File: src/rtl/irq_pending_latch_if.sv
// Request, acknowledge and status signals shared by the interrupt pending latch
// and whatever sources its requests and consumes its pending vector.
interface irq_pending_latch_if;
  logic [3:0] req_in;
  logic [3:0] mask_in;
  logic       ack;
  logic [1:0] ack_code;
  logic       ovf_clr;
  logic [3:0] pend_out;
  logic       any_pend;
  logic [2:0] pend_cnt;
  logic [3:0] ovf;

  modport master (
    output req_in,
    output mask_in,
    output ack,
    output ack_code,
    output ovf_clr,
    input  pend_out,
    input  any_pend,
    input  pend_cnt,
    input  ovf
  );

  modport slave (
    input  req_in,
    input  mask_in,
    input  ack,
    input  ack_code,
    input  ovf_clr,
    output pend_out,
    output any_pend,
    output pend_cnt,
    output ovf
  );
endinterface

File: src/rtl/irq_pending_latch.sv
// Synchronises four asynchronous request lines and holds them as pending bits
// for the downstream priority encoder, retiring them on acknowledge.
module irq_pending_latch #(
  parameter int SYNC_STAGES = 2,
  parameter int EDGE_MODE   = 1
) (
  input  logic               clk,
  input  logic               rst_n,
  irq_pending_latch_if.slave bus
);

  // SYNC_STAGES is expected to be 2..4.
  function automatic logic [2:0] popcount4(input logic [3:0] v);
    logic [2:0] n;
    n = 3'd0;
    for (int i = 0; i < 4; i++) begin
      n = n + {2'b00, v[i]};
    end
    return n;
  endfunction

  logic [3:0] sync_q [SYNC_STAGES];
  logic [3:0] sync_d [SYNC_STAGES];
  logic [3:0] prev_q;
  logic [3:0] prev_d;
  logic [3:0] pend_q;
  logic [3:0] pend_d;
  logic [3:0] ovf_q;
  logic [3:0] ovf_d;
  logic       any_pend_q;
  logic       any_pend_d;
  logic [2:0] pend_cnt_q;
  logic [2:0] pend_cnt_d;

  logic [3:0] sync_s;
  logic [3:0] edge_s;
  logic [3:0] clr_s;

  // Synchroniser chain shift
  always_comb begin
    sync_d[0] = bus.req_in;
    for (int s = 1; s < SYNC_STAGES; s++) begin
      sync_d[s] = sync_q[s-1];
    end
  end

  // Edge detection and clear decoding
  always_comb begin
    sync_s = sync_q[SYNC_STAGES-1];
    prev_d = sync_s;
    edge_s = sync_s & ~prev_q & ~bus.mask_in;
    if (bus.ack) begin
      clr_s = 4'b0001 << bus.ack_code;
    end else begin
      clr_s = 4'b0000;
    end
  end

  // Pending and overflow next state; a set on the same bit beats a clear
  always_comb begin
    pend_d = pend_q;
    ovf_d  = ovf_q;
    if (EDGE_MODE != 0) begin
      pend_d = edge_s | (pend_q & ~clr_s);
      if (bus.ovf_clr) begin
        ovf_d = (edge_s & pend_q & ~clr_s);
      end else begin
        ovf_d = ovf_q | (edge_s & pend_q & ~clr_s);
      end
    end else begin
      pend_d = (sync_s & ~bus.mask_in) | (pend_q & ~clr_s & ~bus.mask_in);
      ovf_d  = 4'b0000;
    end
  end

  // Status derived from next-state pending so it lines up with pend_out
  always_comb begin
    any_pend_d = |pend_d;
    pend_cnt_d = popcount4(pend_d);
  end

  // State registers with synchronous active-low reset
  always_ff @(posedge clk) begin
    if (!rst_n) begin
      for (int s = 0; s < SYNC_STAGES; s++) begin
        sync_q[s] <= 4'b0000;
      end
      prev_q     <= 4'b0000;
      pend_q     <= 4'b0000;
      ovf_q      <= 4'b0000;
      any_pend_q <= 1'b0;
      pend_cnt_q <= 3'd0;
    end else begin
      for (int s = 0; s < SYNC_STAGES; s++) begin
        sync_q[s] <= sync_d[s];
      end
      prev_q     <= prev_d;
      pend_q     <= pend_d;
      ovf_q      <= ovf_d;
      any_pend_q <= any_pend_d;
      pend_cnt_q <= pend_cnt_d;
    end
  end

  assign bus.pend_out = pend_q;
  assign bus.any_pend = any_pend_q;
  assign bus.pend_cnt = pend_cnt_q;
  assign bus.ovf      = ovf_q;

endmodule

File: src/flat_wrapper.sv
// flat-port wrapper written by rule: the top's interface ports become plain ports
module irq_pending_latch_flat 
#(
  parameter int SYNC_STAGES = 2,
  parameter int EDGE_MODE   = 1
)
  (clk, rst_n, bus_req_in, bus_mask_in, bus_ack, bus_ack_code, bus_ovf_clr, bus_pend_out, bus_any_pend, bus_pend_cnt, bus_ovf);
  irq_pending_latch_if bus_i ();
  input  logic clk;
  input  logic rst_n;
  input wire logic [$bits(bus_i.req_in)-1:0] bus_req_in;
  input wire logic [$bits(bus_i.mask_in)-1:0] bus_mask_in;
  input wire logic [$bits(bus_i.ack)-1:0] bus_ack;
  input wire logic [$bits(bus_i.ack_code)-1:0] bus_ack_code;
  input wire logic [$bits(bus_i.ovf_clr)-1:0] bus_ovf_clr;
  output wire logic [$bits(bus_i.pend_out)-1:0] bus_pend_out;
  output wire logic [$bits(bus_i.any_pend)-1:0] bus_any_pend;
  output wire logic [$bits(bus_i.pend_cnt)-1:0] bus_pend_cnt;
  output wire logic [$bits(bus_i.ovf)-1:0] bus_ovf;
  assign bus_i.req_in = bus_req_in;
  assign bus_i.mask_in = bus_mask_in;
  assign bus_i.ack = bus_ack;
  assign bus_i.ack_code = bus_ack_code;
  assign bus_i.ovf_clr = bus_ovf_clr;
  assign bus_pend_out = bus_i.pend_out;
  assign bus_any_pend = bus_i.any_pend;
  assign bus_pend_cnt = bus_i.pend_cnt;
  assign bus_ovf = bus_i.ovf;
  irq_pending_latch #(.SYNC_STAGES(SYNC_STAGES), .EDGE_MODE(EDGE_MODE)) u_core (.clk(clk), .rst_n(rst_n), .bus(bus_i));
endmodule
File: config.mk
export PLATFORM = sky130hd
export DESIGN_NAME = irq_pending_latch_flat
export DESIGN_NICKNAME = d
export VERILOG_FILES = /design/src/rtl/irq_pending_latch_if.sv /design/src/rtl/irq_pending_latch.sv /design/src/flat_wrapper.sv
export SDC_FILE = /design/constraint.sdc
export NUM_CORES = 1
export LEC_CHECK = 0
export ABC_CLOCK_PERIOD_IN_PS = 2200
export BUFFER_PORTS_ARGS = -buffer_cell sky130_fd_sc_hd__buf_2
export CORE_ASPECT_RATIO = 1.25
export CORE_MARGIN = 3
export CORE_UTILIZATION = 30
export DETAILED_ROUTE_END_ITERATION = 12
export PLACE_DENSITY_LB_ADDON = 0.3
export SYNTH_ARGS = -nofsm -noshare
export SYNTH_HDL_FRONTEND = slang
export SYNTH_SLANG_ARGS = --single-unit
File: constraint.sdc
create_clock -name clk -period 2.2 [get_ports clk]
set_input_delay 0.22 -clock clk [delete_from_list [all_inputs] [get_ports clk]]
set_output_delay 0.22 -clock clk [all_outputs]
set_load 0.02 [all_outputs]
# == After elaboration in Yosys (flattened, before gate mapping) ==
# Memory sizes are Yosys's and may differ from the RTL's.
# Index checks and enable logic that the tools add are counted.
# word_totals
ff_bits,16
ramBits,8
out_inout_bits,12
wordCells,29
memories,1
# memory_table
memory,words,word_bits,rd,rd_clocked_by_memory_dff,wr,line,source
u_core.sync_q,2,4,2,0,2,irq_pending_latch.sv:22,logic [3:0] sync_q [SYNC_STAGES];
# classes
addsub,3
shift,1
n_mux,6
n_bitwise,12
n_reduce_logical,1
# op_table
operator,count
AND 4 bit,5
2-to-1 mux 4 bit,4
inverter 4 bit,3
OR 4 bit,2
adder 3 x 1 -> 3 bit,2
OR reduction 4 bit,1
"<< shifter 1 x 2 -> 4 bit, first input constant",1
adder 1 x 1 -> 2 bit,1
2-to-1 mux 1 bit,2
OR 1 bit,2

# == Depth between registers and ports, before layout ==
# logic_depth
depth_word,8
mapped_depth,6
depth_no_buf,6

# == Least setup slack after synthesis ==
# No wires, ideal clock.
# synth_timing
kind,input to register
from,in bus_ack_code[1]
to,reg u_core.pend_cnt_q[1] (netlist: u_core.bus.pend_cnt[1])
setup_time_ns,0.115
arrival_time_ns,1.807
path_slack_ns,0.279
path_stages,6
path_buffers,0
cell_sequence,or3b_1 -> a21oi_2 -> ha_1 -> fa_1 -> ha_1 -> and2_1
# synth_via
elab_chain_len,8
# synth_lines
element,line,source
"start, declared",flat_wrapper.sv:14,input wire logic [$bits(bus_i.ack_code)-1:0] bus_ack_code;
<< shifter 1 x 2 -> 4 bit (*),irq_pending_latch.sv:53,clr_s = 4'b0001 << bus.ack_code;
2-to-1 mux 4 bit (*),irq_pending_latch.sv:52,if (bus.ack) begin
inverter 4 bit (*),irq_pending_latch.sv:64,pend_d = edge_s | (pend_q & ~clr_s);
AND 4 bit (*),irq_pending_latch.sv:64,
OR 4 bit (*),irq_pending_latch.sv:64,
adder 1 x 1 -> 2 bit,irq_pending_latch.sv:17,"n = n + {2'b00, v[i]};"
adder 3 x 1 -> 3 bit,irq_pending_latch.sv:17,
adder 3 x 1 -> 3 bit (*),irq_pending_latch.sv:17,
via u_core.pend_cnt_d[1],irq_pending_latch.sv:33,logic [2:0] pend_cnt_d;
"end signal, assigned",irq_pending_latch.sv:101,pend_cnt_q <= pend_cnt_d;
"end, declared",irq_pending_latch.sv:32,logic [2:0] pend_cnt_q;
# The timed path passes the listed nets; every way through them passes the cells marked *.
# A chain may end at the register's enable or synchronous reset.

==> impl_results.rst <==
.. list-table::
   :header-rows: 1

   * - Metric
     - Value
   * - Share of the yosys chip area belonging to registers
     - 58.8%
   * - DR DRC count
     - 0
   * - Portion of total power attributed to combinational logic
     - 8.7%
   * - WL/cell
     - 9.61 um
   * - Area share of the leading cell type in the synthesized netlist
     - ~59%
   * - Most instantiated library cell after synthesis
     - sky130_fd_sc_hd__dfxtp_1
   * - Number of instances in the synthesized netlist
     - 75
   * - Number of endpoints failing setup at the final stage
     - 0
   * - Register bit total from synthesis
     - 24
   * - Data required time of the critical path
     - ~2.4 ns
   * - Measured slew at the worst slew-check pin
     - 0.290 ns
   * - Half-perimeter wire length of the detailed placement result
     - 1.01 mm
   * - Top cell types by occurrence after synthesis
     - sky130_fd_sc_hd__dfxtp_1 (24), sky130_fd_sc_hd__and2_1 (15), sky130_fd_sc_hd__nor2_1 (8)
   * - Ant diodes
     - 0
   * - Die Wd
     - ~53 um
   * - Final nets
     - 123
   * - Final Core Density
     - between 40% and 50%
   * - Number of placed cells counting well taps
     - 133
   * - Total number of vias
     - 590
   * - Cell-internal power
     - slightly below 600 uW
   * - Critical setup path kind
     - reg2reg
   * - Setup repair bufs after CTS
     - 0
   * - Cell area after placement
     - 987 sq um
   * - Die Area
     - 0.00339 sq mm
   * - Post-Route Setup TNS
     - 0 ns
   * - Number of buffers added by the clock tree synthesis step
     - 3
   * - Relative slew margins
     - 80.6%
   * - Global Route Usage Sum
     - about 9%
   * - Top cells by area in the synthesized netlist
     - sky130_fd_sc_hd__dfxtp_1 (59%), sky130_fd_sc_hd__and2_1 (11%), sky130_fd_sc_hd__ha_1 (4.6%), sky130_fd_sc_hd__a32oi_1 (4.3%), sky130_fd_sc_hd__nor2_1 (3.7%)
   * - Number of maximum-capacitance constraint violations
     - 0
   * - Count of different cell masters after synthesis
     - 17
   * - Port Buffer Count
     - 25
   * - Buffer levels on the longest clock path
     - 2
   * - Type of destination of the critical path
     - flip-flop
   * - Max Clock Freq
     - 0.514 GHz
   * - Post-synth design cell area
     - 817 sq um
   * - Cell at the root of the clock tree
     - sky130_fd_sc_hd__clkbuf_4
   * - Height of the die
     - 64.3 um
   * - Worst setup skew after layout
     - between 0.009 and 0.01 ns
   * - Clock-pin slew reported for the worst setup and hold paths after clock tree synthesis
     - 0.12 ns
   * - Met3 layer usage reported by global route
     - 2.10%
   * - Final critical-path share of the clock period
     - 88.4%
   * - Global-route wire length before repair
     - 2.21 mm
   * - Clock sink count
     - 24
   * - Share of cells above drive strength 1
     - slightly above 30%
   * - Final Instance Area
     - 0.00102 sq mm
   * - Avg Synthesized Cell Area
     - 10.9 sq um
   * - Total nets after synthesis
     - just over 90
   * - Signal arrival time at the worst endpoint
     - 2.16 ns
   * - PnR worst setup slack
     - 0.254 ns
   * - Sequential group share of total power
     - 61.8%
   * - Area taken by flip-flops and latches
     - 480 sq um
   * - Global-route met1 utilization
     - a little over a tenth
   * - Number of enable-type register cells in the synthesized netlist
     - 0
   * - TritonCTS clock tree
     - built
   * - Starting density of the core
     - 32.7%
   * - Routed Wire Length
     - 1.32 mm
   * - Minimum clock period
     - approximately 1.9 ns
   * - Power Dens Cells
     - 719 mW/mm^2
   * - Clock insertion delay at the later pin of the skew report
     - 0.30 ns
   * - Routed via count divided by cell count
     - 4.31
   * - Tightest Hold Check Type
     - in2reg
   * - Number of antenna violations at the first check in global routing
     - 0
   * - Count of pins on the block boundary
     - 26
   * - Part of the total power dissipated in the clock network
     - 29.5%
   * - Post-Layout Cell Count
     - between 100 and 150
   * - Number of placement rows
     - 20
   * - Leakage Power
     - 0.504 nW
   * - Final hold violation count
     - 0
   * - Result of the run
     - finished, final reports clean
   * - RSZ-0062 raised after global routing
     - no
   * - Maximum level of the CTS H-tree
     - 1
   * - Gp weighted congestion
     - 0.717
   * - Vias in the first global route
     - 546
   * - Startpoint kind of the worst setup timing path
     - flip-flop
   * - Synth-to-Final Area Change
     - 25.3%
   * - Largest fanout on the critical path
     - 3
   * - Switching Share
     - 21.2%
   * - Residual antenna-violating net count after detailed routing
     - 0
   * - Pre-CTS setup slack
     - a little under 0.09 ns
   * - Number of violations reported at the end of detailed-routing iteration 0
     - 16
   * - Core Area
     - 0.00250 sq mm
   * - Area of combinational cells with multiple inputs
     - a little over 300 sq um
   * - TritonRoute pass-1 iters
     - 4
   * - Share of synthesized flip-flops with an asynchronous set or reset
     - 0%
   * - Maximum resistive drop on vdd
     - 0.275 mV
   * - Most used routing layer in global routing
     - met2
   * - Met2 layer usage reported by global route
     - 14.1%
   * - Library cell occupying the most area in the post-synthesis netlist
     - sky130_fd_sc_hd__dfxtp_1
   * - Yosys Warn Count
     - 0
   * - Post-CTS Resized
     - 0
   * - Switching pwr
     - roughly 160 uW
   * - # hold bufs at CTS
     - 0
   * - Final number of max-transition violations
     - 0
   * - Most frequently used flop master after synthesis
     - sky130_fd_sc_hd__dfxtp_1
   * - Grt total ovfl
     - 0
   * - Fill count
     - between 200 and 300
   * - Pin count of the biggest net entering global routing
     - 17
layout make-up:
cell class	instances	area share, %
sequential	24	46.9
clock buffer	4	3.55
multi-input combinational	44	30.3
tap	33	4.03
inverter	6	2.20
timing repair buffer	26	13.0
critical path: stages (launching register included):
cell	delay (ns)
sky130_fd_sc_hd__dfxtp_1	0.33
sky130_fd_sc_hd__nor3b_1	0.28
sky130_fd_sc_hd__a21oi_1	0.14
sky130_fd_sc_hd__ha_1	0.32
sky130_fd_sc_hd__fa_1	0.37
sky130_fd_sc_hd__ha_1	0.27
sky130_fd_sc_hd__and2_1	0.15
cell families (layout without fill, tap and decap cells):
group                    Yosys count  count (layout)  synth area share, %
AND/OR/NAND/NOR                   31              31                 23.0
AO/OA/AOI/OAI                      9               9                 7.96
flip-flops                        24              24                 58.8
adder cells (fa/ha/maj)            4               4                 7.04
buffers and inverters              7              36                 3.22
per-stage QoR:
stage	hold slack, ns	total power, mW
after global placement	0.414	0.529
final	0.114	0.736
after floorplan	0.342	0.501
after global routing	0.0878	0.787
after detailed placement	0.419	0.530
after CTS	0.0982	0.753
placed cells by master, fill, tap and decap left out, drive strengths merged:
master / instances
a21oi: 4
a31oi: 1
a32oi: 4
and2: 15
buf: 26
clkbuf: 4
clkinv: 1
dfxtp: 24
fa: 1
ha: 3
inv: 5
nand3: 1
nand3b: 2
nor2: 8
nor3b: 4
or3b: 1
layer usage:
metal  vias up  share of wire (%)  wire length [um]
met4         0                1.4                19
met3         2                 10               134
met2        20                 42               559
li1        305                  -                 -
met1       263                 46               602
met5         -                  0                 0
state kept, by name, indices dropped and copies added, names as in the netlist:
| name | cells |
|---|---|
| u_core.sync_q | 8 |
| u_core.bus.pend_cnt | 3 |
| u_core.bus.ovf | 4 |
| u_core.prev_q | 4 |
| u_core.bus.pend_out | 4 |
| u_core.bus.any_pend | 1 |
final timing paths:
| path | from | end | slack (ns) | cells past startpoint |
|---|---|---|---|---|
| worst max-delay path | u_core.sync_q[0][5]$_SDFF_PN0_ | u_core.bus.pend_cnt[1]$_SDFF_PN0_ | 0.25 | 6 |
| worst min-delay path | bus_req_in[0] | u_core.sync_q[0][0]$_SDFF_PN0_ | 0.11 | 2 |
| worst min register to register | u_core.sync_q[0][2]$_SDFF_PN0_ | u_core.sync_q[0][6]$_SDFF_PN0_ | 0.45 | 1 |
| worst max register to register | u_core.sync_q[0][5]$_SDFF_PN0_ | u_core.bus.pend_cnt[1]$_SDFF_PN0_ | 0.25 | 6 |
power by group through the flow:
stage / logic (mW) / registers [mW] / clock network, mW
6_report: 0.0643 / 0.455 / 0.217
3_5_place_dp: 0.0653 / 0.465 / 0
5_1_grt: 0.0733 / 0.457 / 0.257
2_1_floorplan: 0.0276 / 0.473 / 0
3_3_place_gp: 0.0641 / 0.464 / 0
4_1_cts: 0.0656 / 0.455 / 0.233
(Power assumes the default switching activity.)
